### src/rtl/dso_trig_ctrl_if.sv
// Capture-buffer write port and frame handshake between the trigger
// sequencer (master) and the ring buffer / display reader (slave).
interface dso_trig_ctrl_if #(
   parameter int AW = 10
) ();

   logic          wr_en;
   logic [AW-1:0] wr_addr;
   logic [7:0]    wr_data;
   logic          frame_valid;
   logic [AW-1:0] trig_addr;
   logic          forced;
   logic          frame_ack;

   modport master (
      output wr_en,
      output wr_addr,
      output wr_data,
      output frame_valid,
      output trig_addr,
      output forced,
      input  frame_ack
   );

   modport slave (
      input  wr_en,
      input  wr_addr,
      input  wr_data,
      input  frame_valid,
      input  trig_addr,
      input  forced,
      output frame_ack
   );

endinterface

### src/rtl/dso_trig_ctrl.sv
// Oscilloscope capture sequencer: decimates ADC samples into a circular
// buffer, waits for a level/edge (or auto-timeout) trigger, frames a fixed
// pre/post window and holds the frame until the display releases it.
module dso_trig_ctrl #(
   parameter int AW      = 10,
   parameter int PRE     = 256,
   parameter int AUTO_TO = 4096
) (
   input  logic         ad_clk,
   input  logic         sys_rst_n,
   input  logic [7:0]   ad_data,
   input  logic [15:0]  deci,
   input  logic [7:0]   trig_level,
   input  logic         trig_edge,
   input  logic         trig_auto,
   input  logic         run,
   output logic         busy,
   dso_trig_ctrl_if.master bus
);

   localparam int            N         = 1 << AW;
   localparam logic [AW-1:0] PRE_LAST  = AW'(PRE - 1);
   localparam logic [AW-1:0] POST_LAST = AW'(N - PRE - 2);
   localparam logic [31:0]   AUTO_LIM  = 32'(AUTO_TO);

   typedef enum logic [2:0] {
      ST_IDLE,
      ST_PRE,
      ST_ARM,
      ST_POST,
      ST_DONE
   } state_t;

   state_t        state;
   logic [AW-1:0] ptr;
   logic [15:0]   dcnt;
   logic [7:0]    prev;
   logic [AW-1:0] pcnt;
   logic [31:0]   tcnt;
   logic [AW-1:0] post_cnt;

   logic [15:0]   deci_l;
   logic [7:0]    level_l;
   logic          edge_l;
   logic          auto_l;

   logic          strobe;
   logic          edge_hit;
   logic [31:0]   tcnt_inc;
   logic          timed_out;

   // Strobe, edge detection and auto-timeout are decided combinationally on the strobe cycle
   always_comb begin
      strobe    = 1'b0;
      edge_hit  = 1'b0;
      tcnt_inc  = tcnt;
      timed_out = 1'b0;
      strobe = (dcnt == deci_l);
      if (edge_l) begin
         edge_hit = (prev > level_l) && (ad_data <= level_l);
      end else begin
         edge_hit = (prev < level_l) && (ad_data >= level_l);
      end
      if (tcnt != 32'hFFFF_FFFF) begin
         tcnt_inc = tcnt + 32'd1;
      end
      timed_out = auto_l && (tcnt_inc >= AUTO_LIM);
   end

   // Capture state machine with registered write port, frame outputs and busy flag
   always_ff @(posedge ad_clk or negedge sys_rst_n) begin
      if (!sys_rst_n) begin
         state           <= ST_IDLE;
         ptr             <= '0;
         dcnt            <= '0;
         prev            <= '0;
         pcnt            <= '0;
         tcnt            <= '0;
         post_cnt        <= '0;
         deci_l          <= '0;
         level_l         <= '0;
         edge_l          <= 1'b0;
         auto_l          <= 1'b0;
         busy            <= 1'b0;
         bus.wr_en       <= 1'b0;
         bus.wr_addr     <= '0;
         bus.wr_data     <= '0;
         bus.frame_valid <= 1'b0;
         bus.trig_addr   <= '0;
         bus.forced      <= 1'b0;
      end else begin
         bus.wr_en <= 1'b0;
         case (state)
            ST_IDLE: begin
               if (run && !bus.frame_valid) begin
                  state   <= ST_PRE;
                  busy    <= 1'b1;
                  deci_l  <= deci;
                  level_l <= trig_level;
                  edge_l  <= trig_edge;
                  auto_l  <= trig_auto;
                  dcnt    <= '0;
                  pcnt    <= '0;
                  tcnt    <= '0;
               end
            end

            ST_PRE, ST_ARM, ST_POST: begin
               if (!run) begin
                  state <= ST_IDLE;
                  busy  <= 1'b0;
               end else if (strobe) begin
                  dcnt        <= '0;
                  bus.wr_en   <= 1'b1;
                  bus.wr_addr <= ptr;
                  bus.wr_data <= ad_data;
                  ptr         <= ptr + AW'(1);
                  prev        <= ad_data;
                  if (state == ST_PRE) begin
                     pcnt <= pcnt + AW'(1);
                     if (pcnt == PRE_LAST) begin
                        state <= ST_ARM;
                     end
                  end else if (state == ST_ARM) begin
                     tcnt <= tcnt_inc;
                     if (edge_hit || timed_out) begin
                        bus.trig_addr <= ptr;
                        bus.forced    <= !edge_hit;
                        post_cnt      <= '0;
                        state         <= ST_POST;
                     end
                  end else begin
                     post_cnt <= post_cnt + AW'(1);
                     if (post_cnt == POST_LAST) begin
                        state <= ST_DONE;
                        busy  <= 1'b0;
                     end
                  end
               end else begin
                  dcnt <= dcnt + 16'd1;
               end
            end

            ST_DONE: begin
               if (bus.frame_ack && bus.frame_valid) begin
                  bus.frame_valid <= 1'b0;
                  state           <= ST_IDLE;
               end else begin
                  bus.frame_valid <= 1'b1;
               end
            end

            default: begin
               state <= ST_IDLE;
               busy  <= 1'b0;
            end
         endcase
      end
   end

endmodule

### src/flat_wrapper.sv
// flat-port wrapper written by rule: the top's interface ports become plain ports
module dso_trig_ctrl_flat 
#(
   parameter int AW      = 10,
   parameter int PRE     = 256,
   parameter int AUTO_TO = 4096
)
  (ad_clk, sys_rst_n, ad_data, deci, trig_level, trig_edge, trig_auto, run, busy, bus_wr_en, bus_wr_addr, bus_wr_data, bus_frame_valid, bus_trig_addr, bus_forced, bus_frame_ack);
  dso_trig_ctrl_if #(.AW(AW)) bus_i ();
  input  logic ad_clk;
  input  logic sys_rst_n;
  input  logic [7:0] ad_data;
  input  logic [15:0] deci;
  input  logic [7:0] trig_level;
  input  logic trig_edge;
  input  logic trig_auto;
  input  logic run;
  output logic busy;
  output wire logic [$bits(bus_i.wr_en)-1:0] bus_wr_en;
  output wire logic [$bits(bus_i.wr_addr)-1:0] bus_wr_addr;
  output wire logic [$bits(bus_i.wr_data)-1:0] bus_wr_data;
  output wire logic [$bits(bus_i.frame_valid)-1:0] bus_frame_valid;
  output wire logic [$bits(bus_i.trig_addr)-1:0] bus_trig_addr;
  output wire logic [$bits(bus_i.forced)-1:0] bus_forced;
  input wire logic [$bits(bus_i.frame_ack)-1:0] bus_frame_ack;
  assign bus_wr_en = bus_i.wr_en;
  assign bus_wr_addr = bus_i.wr_addr;
  assign bus_wr_data = bus_i.wr_data;
  assign bus_frame_valid = bus_i.frame_valid;
  assign bus_trig_addr = bus_i.trig_addr;
  assign bus_forced = bus_i.forced;
  assign bus_i.frame_ack = bus_frame_ack;
  dso_trig_ctrl #(.AW(AW), .PRE(PRE), .AUTO_TO(AUTO_TO)) u_core (.ad_clk(ad_clk), .sys_rst_n(sys_rst_n), .ad_data(ad_data), .deci(deci), .trig_level(trig_level), .trig_edge(trig_edge), .trig_auto(trig_auto), .run(run), .busy(busy), .bus(bus_i));
endmodule
### config.mk
export PLATFORM = sky130hd
export DESIGN_NAME = dso_trig_ctrl_flat
export DESIGN_NICKNAME = d
export VERILOG_FILES = /design/src/rtl/dso_trig_ctrl_if.sv /design/src/rtl/dso_trig_ctrl.sv /design/src/flat_wrapper.sv
export SDC_FILE = /design/constraint.sdc
export NUM_CORES = 1
export LEC_CHECK = 0
export CAP_MARGIN = 40
export CORE_ASPECT_RATIO = 1.75
export CORE_MARGIN = 5
export CORE_UTILIZATION = 35
export CTS_BUF_LIST = sky130_fd_sc_hd__clkbuf_8
export CTS_CLUSTER_DIAMETER = 150
export CTS_CLUSTER_SIZE = 16
export DETAILED_ROUTE_END_ITERATION = 16
export PLACE_DENSITY = 0.52
export SLEW_MARGIN = 20
export SYNTH_ARGS = -nofsm -noshare
export SYNTH_HDL_FRONTEND = slang
export SYNTH_SLANG_ARGS = --single-unit
### constraint.sdc
create_clock -name ad_clk -period 7.25 [get_ports ad_clk]
set_input_delay 1.0875 -clock ad_clk [delete_from_list [all_inputs] [get_ports ad_clk]]
set_output_delay 1.0875 -clock ad_clk [all_outputs]
set_load 0.1 [all_outputs]
==> impl_summary.txt <==
----------------------------------------------------
[Timing]
  Max-slew headroom ... 0.424
  Final setup TNS ... 0 ns
  Clock Skew ... 0.0135 ns
  Clock period minus final worst setup slack ... 3.93 ns
  Post-route setup slack ... about 3.3 ns
  Final hold violation count ... 0
  Worst hold slack ... between 0.4 and 0.5 ns
  Final Max Slew Viols ... 0
  Fraction of the cycle the final worst path needs ... 0.541
  Setup repair after global routing missed its margin ... no
  Finish-stage setup viols ... 0
  Worst-margin pin slew ... 0.857 ns
  Max Fclk ... about 250 MHz

[Outcome]
  Result of the run ... finished, final reports clean

[Clocking]
  Largest buffer count on any clock path ... 2
  Clock insertion delay at the later pin of the skew report ... ~0.47 ns
  Number of buffers created by CTS ... 17
  Buffers inserted during post-CTS setup optimization ... 0
  Resized Gates After CTS ... 0
  TritonCTS clock tree ... built
  Count of clock tree sinks ... around 140
  Post-cts hold buffer count ... 0
  Root cell of the clock tree ... clkbuf_8
  Worst-path clk slew ... around 0.08 ns
  # H-tree levels ... 4

[Logic synthesis]
  Cell variety after synth ... between 60 and 70
  Cell type with the highest aggregate area in the netlist ... dfrtp_1
  Sequential share of the synthesized area ... 0.455
  Count of flip-flops with a built-in enable after synthesis ... 0
  Synthesized area per cell ... between 9 and 10 µm²
  Area share of the leading cell type in the synthesized netlist ... 0.455
  Largest cells by area after synthesis ... dfrtp_1, nand2_1, o21ai_0
  Most used flip-flop cell after synthesis ... dfrtp_1
  YS warnings ... 0
  Netlist area before placement ... 7640 µm²
  Total of flip-flops plus latches after synthesis ... 139
  Cell types with the highest counts after synthesis ... nand2_1, dfrtp_1, nor2_1, o21ai_0, a21oi_1
  Fraction of synthesis flops using an asynchronous set or reset pin ... 1.00
  Top-count cell post-synth ... nand2_1
  Net count after synthesis ... between 900 and 1000
  Cell count after synthesis ... approximately 850

[Global route]
  First-pass GRT wire length ... ~34 mm
  Met2 Resource Use GR ... 0.324
  Maximum number of pins on one net before global-route repair ... between 60 and 70
  GRT Overall Usage ... 0.171
  Overflow left after global routing ... 0
  Met1 layer usage reported by global route ... 0.185
  Vias in the first global route ... approximately 6600
  Initial antenna violation count ... 0
  GR Util met3 ... 0.0303
  Layer carrying the most global-route usage ... met2

[Setup path]
  Critical path arrival ... 4.27 ns
  Cell family with most CP delay ... simple AND/OR/NAND/NOR gates
  Critical Path End Type ... flop
  Worst setup path category ... primary input to flop
  Critical path startpoint category ... primary input
  Cell with the largest stage delay on the worst path ... nand2_1
  Number of buffer and inverter instances along the worst setup path ... 3
  Required time at the worst-slack endpoint ... between 7 and 8 ns
  Chain of cells forming the critical path ... clkdlybuf4s50_1 -> nand2_1 -> nor2_1 -> nand2_1 -> inv_1 -> buf_4 -> and4_1 -> nand3_1 -> nor2_1 -> nand3_1 -> xnor2_1
  Maximum fanout along the worst path ... 24
  Largest stage delay, worst path ... ~0.56 ns

[Drt]
  Total vias in the final route ... about 6400
  DRT antenna net count ... 0
  DRC ... 0
  Detailed-router iteration count before antenna repair ... 6
  Via-per-instance ratio ... approximately 5.1
  DRC marker count from the first detailed-route iteration ... 293
  Routed WL per cell ... 16.2 µm
  Routed wire length ... 20.2 mm

[Final layout]
  Final Net Count ... ~1000
  Number of diodes added for antenna fixing ... 0
  Fraction of layout cells with a size suffix above 1 ... 0.112
  Area of all placed cells without fillers ... roughly 9500 µm²
  Layout area overhead ... 24.6%
  Total of fill cells in the finished design ... 2112
  Post-Layout Cell Count ... roughly 1200
  Core Util, Final ... 0.443

[Power]
  Post-route total power ... between 1 and 1.5 mW
  Max rail drop VDD ... slightly below 0.09 mV
  Leakage power ... about 4.3 nW
  Power Dens Cells ... about 150 nW/µm²

[Placed design]
  Inst Count DP ... 1217
  Placement Setup Slack ... 2.81 ns
  Post-detail-place hpwl ... between 10 and 15 mm
  IO buf count ... 69
  Global placement routability congestion ... between 0.8 and 0.9
  Total cell area at the placement stage ... 9150 µm²

[Floorplanning]
  Height of the chip ... slightly above 200 µm
  Number of top-level design ports ... 70
  Initial standard-cell utilization of the core ... 0.355
  Floorplan Core Area ... approximately 21000 µm²
  Count of standard-cell rows ... 71
  Die W ... around 120 µm
  Total Die Area ... about 25000 µm²

[Worst hold path]
  Path type of the worst min-delay path ... flop to flop

[Flow run]
  Max-cap viol count ... 0

----------------------------------------------------
flip-flops by register name, indices dropped and copies added, names as in the netlist, 10 cells and up:
name and count:
u_core.tcnt 32, u_core.dcnt 16, u_core.deci_l 16, u_core.bus.trig_addr 10, u_core.bus.wr_addr 10, u_core.pcnt 10, u_core.post_cnt 10, u_core.ptr 10
cell type report:
type | count | area [µm²] | share of cell area
Clock inverter | 12 | 100 | 0.0105
Clock buffer | 19 | 262 | 0.0275
Multi-Input combinational cell | 645 | 3920 | 0.411
Inverter | 29 | 109 | 0.0114
Timing Repair Buffer | 113 | 1290 | 0.135
Tap cell | 292 | 365 | 0.0384
Sequential cell | 139 | 3480 | 0.365
worst paths after layout:
| path | startpoint | endpoint | slack (ns) | cells past startpoint |
|---|---|---|---|---|
| setup / recovery | run | u_core.ptr[9]$_DFFE_PN0P_ | 3.32 | 11 |
| hold / removal | u_core.bus.wr_addr[0]$_DFFE_PN0P_ | u_core.bus.wr_addr[0]$_DFFE_PN0P_ | 0.48 | 2 |
| setup reg to reg | u_core.tcnt[12]$_DFFE_PN0P_ | u_core.post_cnt[8]$_DFFE_PN0P_ | 3.55 | 9 |
| hold reg to reg | u_core.bus.wr_addr[0]$_DFFE_PN0P_ | u_core.bus.wr_addr[0]$_DFFE_PN0P_ | 0.48 | 2 |
| max in group asynchronous | sys_rst_n | u_core.tcnt[4]$_DFFE_PN0P_ | 5.44 | 3 |
| min in group asynchronous | sys_rst_n | u_core.tcnt[13]$_DFFE_PN0P_ | 0.61 | 1 |
metal layers:
| layer | wire length, µm | vias up |
|---|---|---|
| met5 | 0 | - |
| met2 | 11200 | 110 |
| met3 | 698 | 25 |
| met4 | 397 | 0 |
| li1 | - | 3188 |
| met1 | 7900 | 3107 |
cells by family after synthesis:
| logic type | after synthesis | synth area share |
|---|---|---|
| adder cells (fa/ha/maj) | 22 | 0.0360 |
| XOR/XNOR | 58 | 0.0665 |
| multiplexers | 17 | 0.0295 |
| buffers and inverters | 64 | 0.0349 |
| AO/OA/AOI/OAI | 153 | 0.125 |
| AND/OR/NAND/NOR | 395 | 0.252 |
| flip-flops | 139 | 0.455 |
worst min-delay path: cells and delay by family, from the launching register on:
kind	cells	cell delay [ns]
flops	1	0.35
simple gates	2	0.10
layout by cell type (no fill, tap or decap), types with 3 or more instances in the layout:
cell	instances
a31oi_1	9
and4_1	10
nand3_1	32
mux2_4	10
ha_1	22
nand2_1	172
clkbuf_8	19
nand4_1	33
dfrtp_1	139
o31ai_1	10
and3_1	13
o211ai_1	3
clkdlybuf4s50_1	68
o21ai_0	57
clkinv_2	6
a21oi_1	35
nor4_1	7
xnor2_1	32
or4_1	3
a31o_2	3
inv_1	29
xor2_1	26
or3_1	11
and2_1	8
nor2b_1	5
mux2_2	4
a22o_1	3
nor3_1	18
o31a_1	3
nor2_1	60
nor4_4	3
buf_4	9
buf_8	31
nand2b_1	4
mux2i_1	3
clkinvlp_4	3
power breakdown:
part | total [mW] | internal, mW | switching [mW]
logic | 0.0443 | 0.0209 | 0.0234
registers | 0.775 | 0.775 | 0
clock network | 0.598 | 0.284 | 0.315
Note: power is estimated with default switching activity, not from simulation.
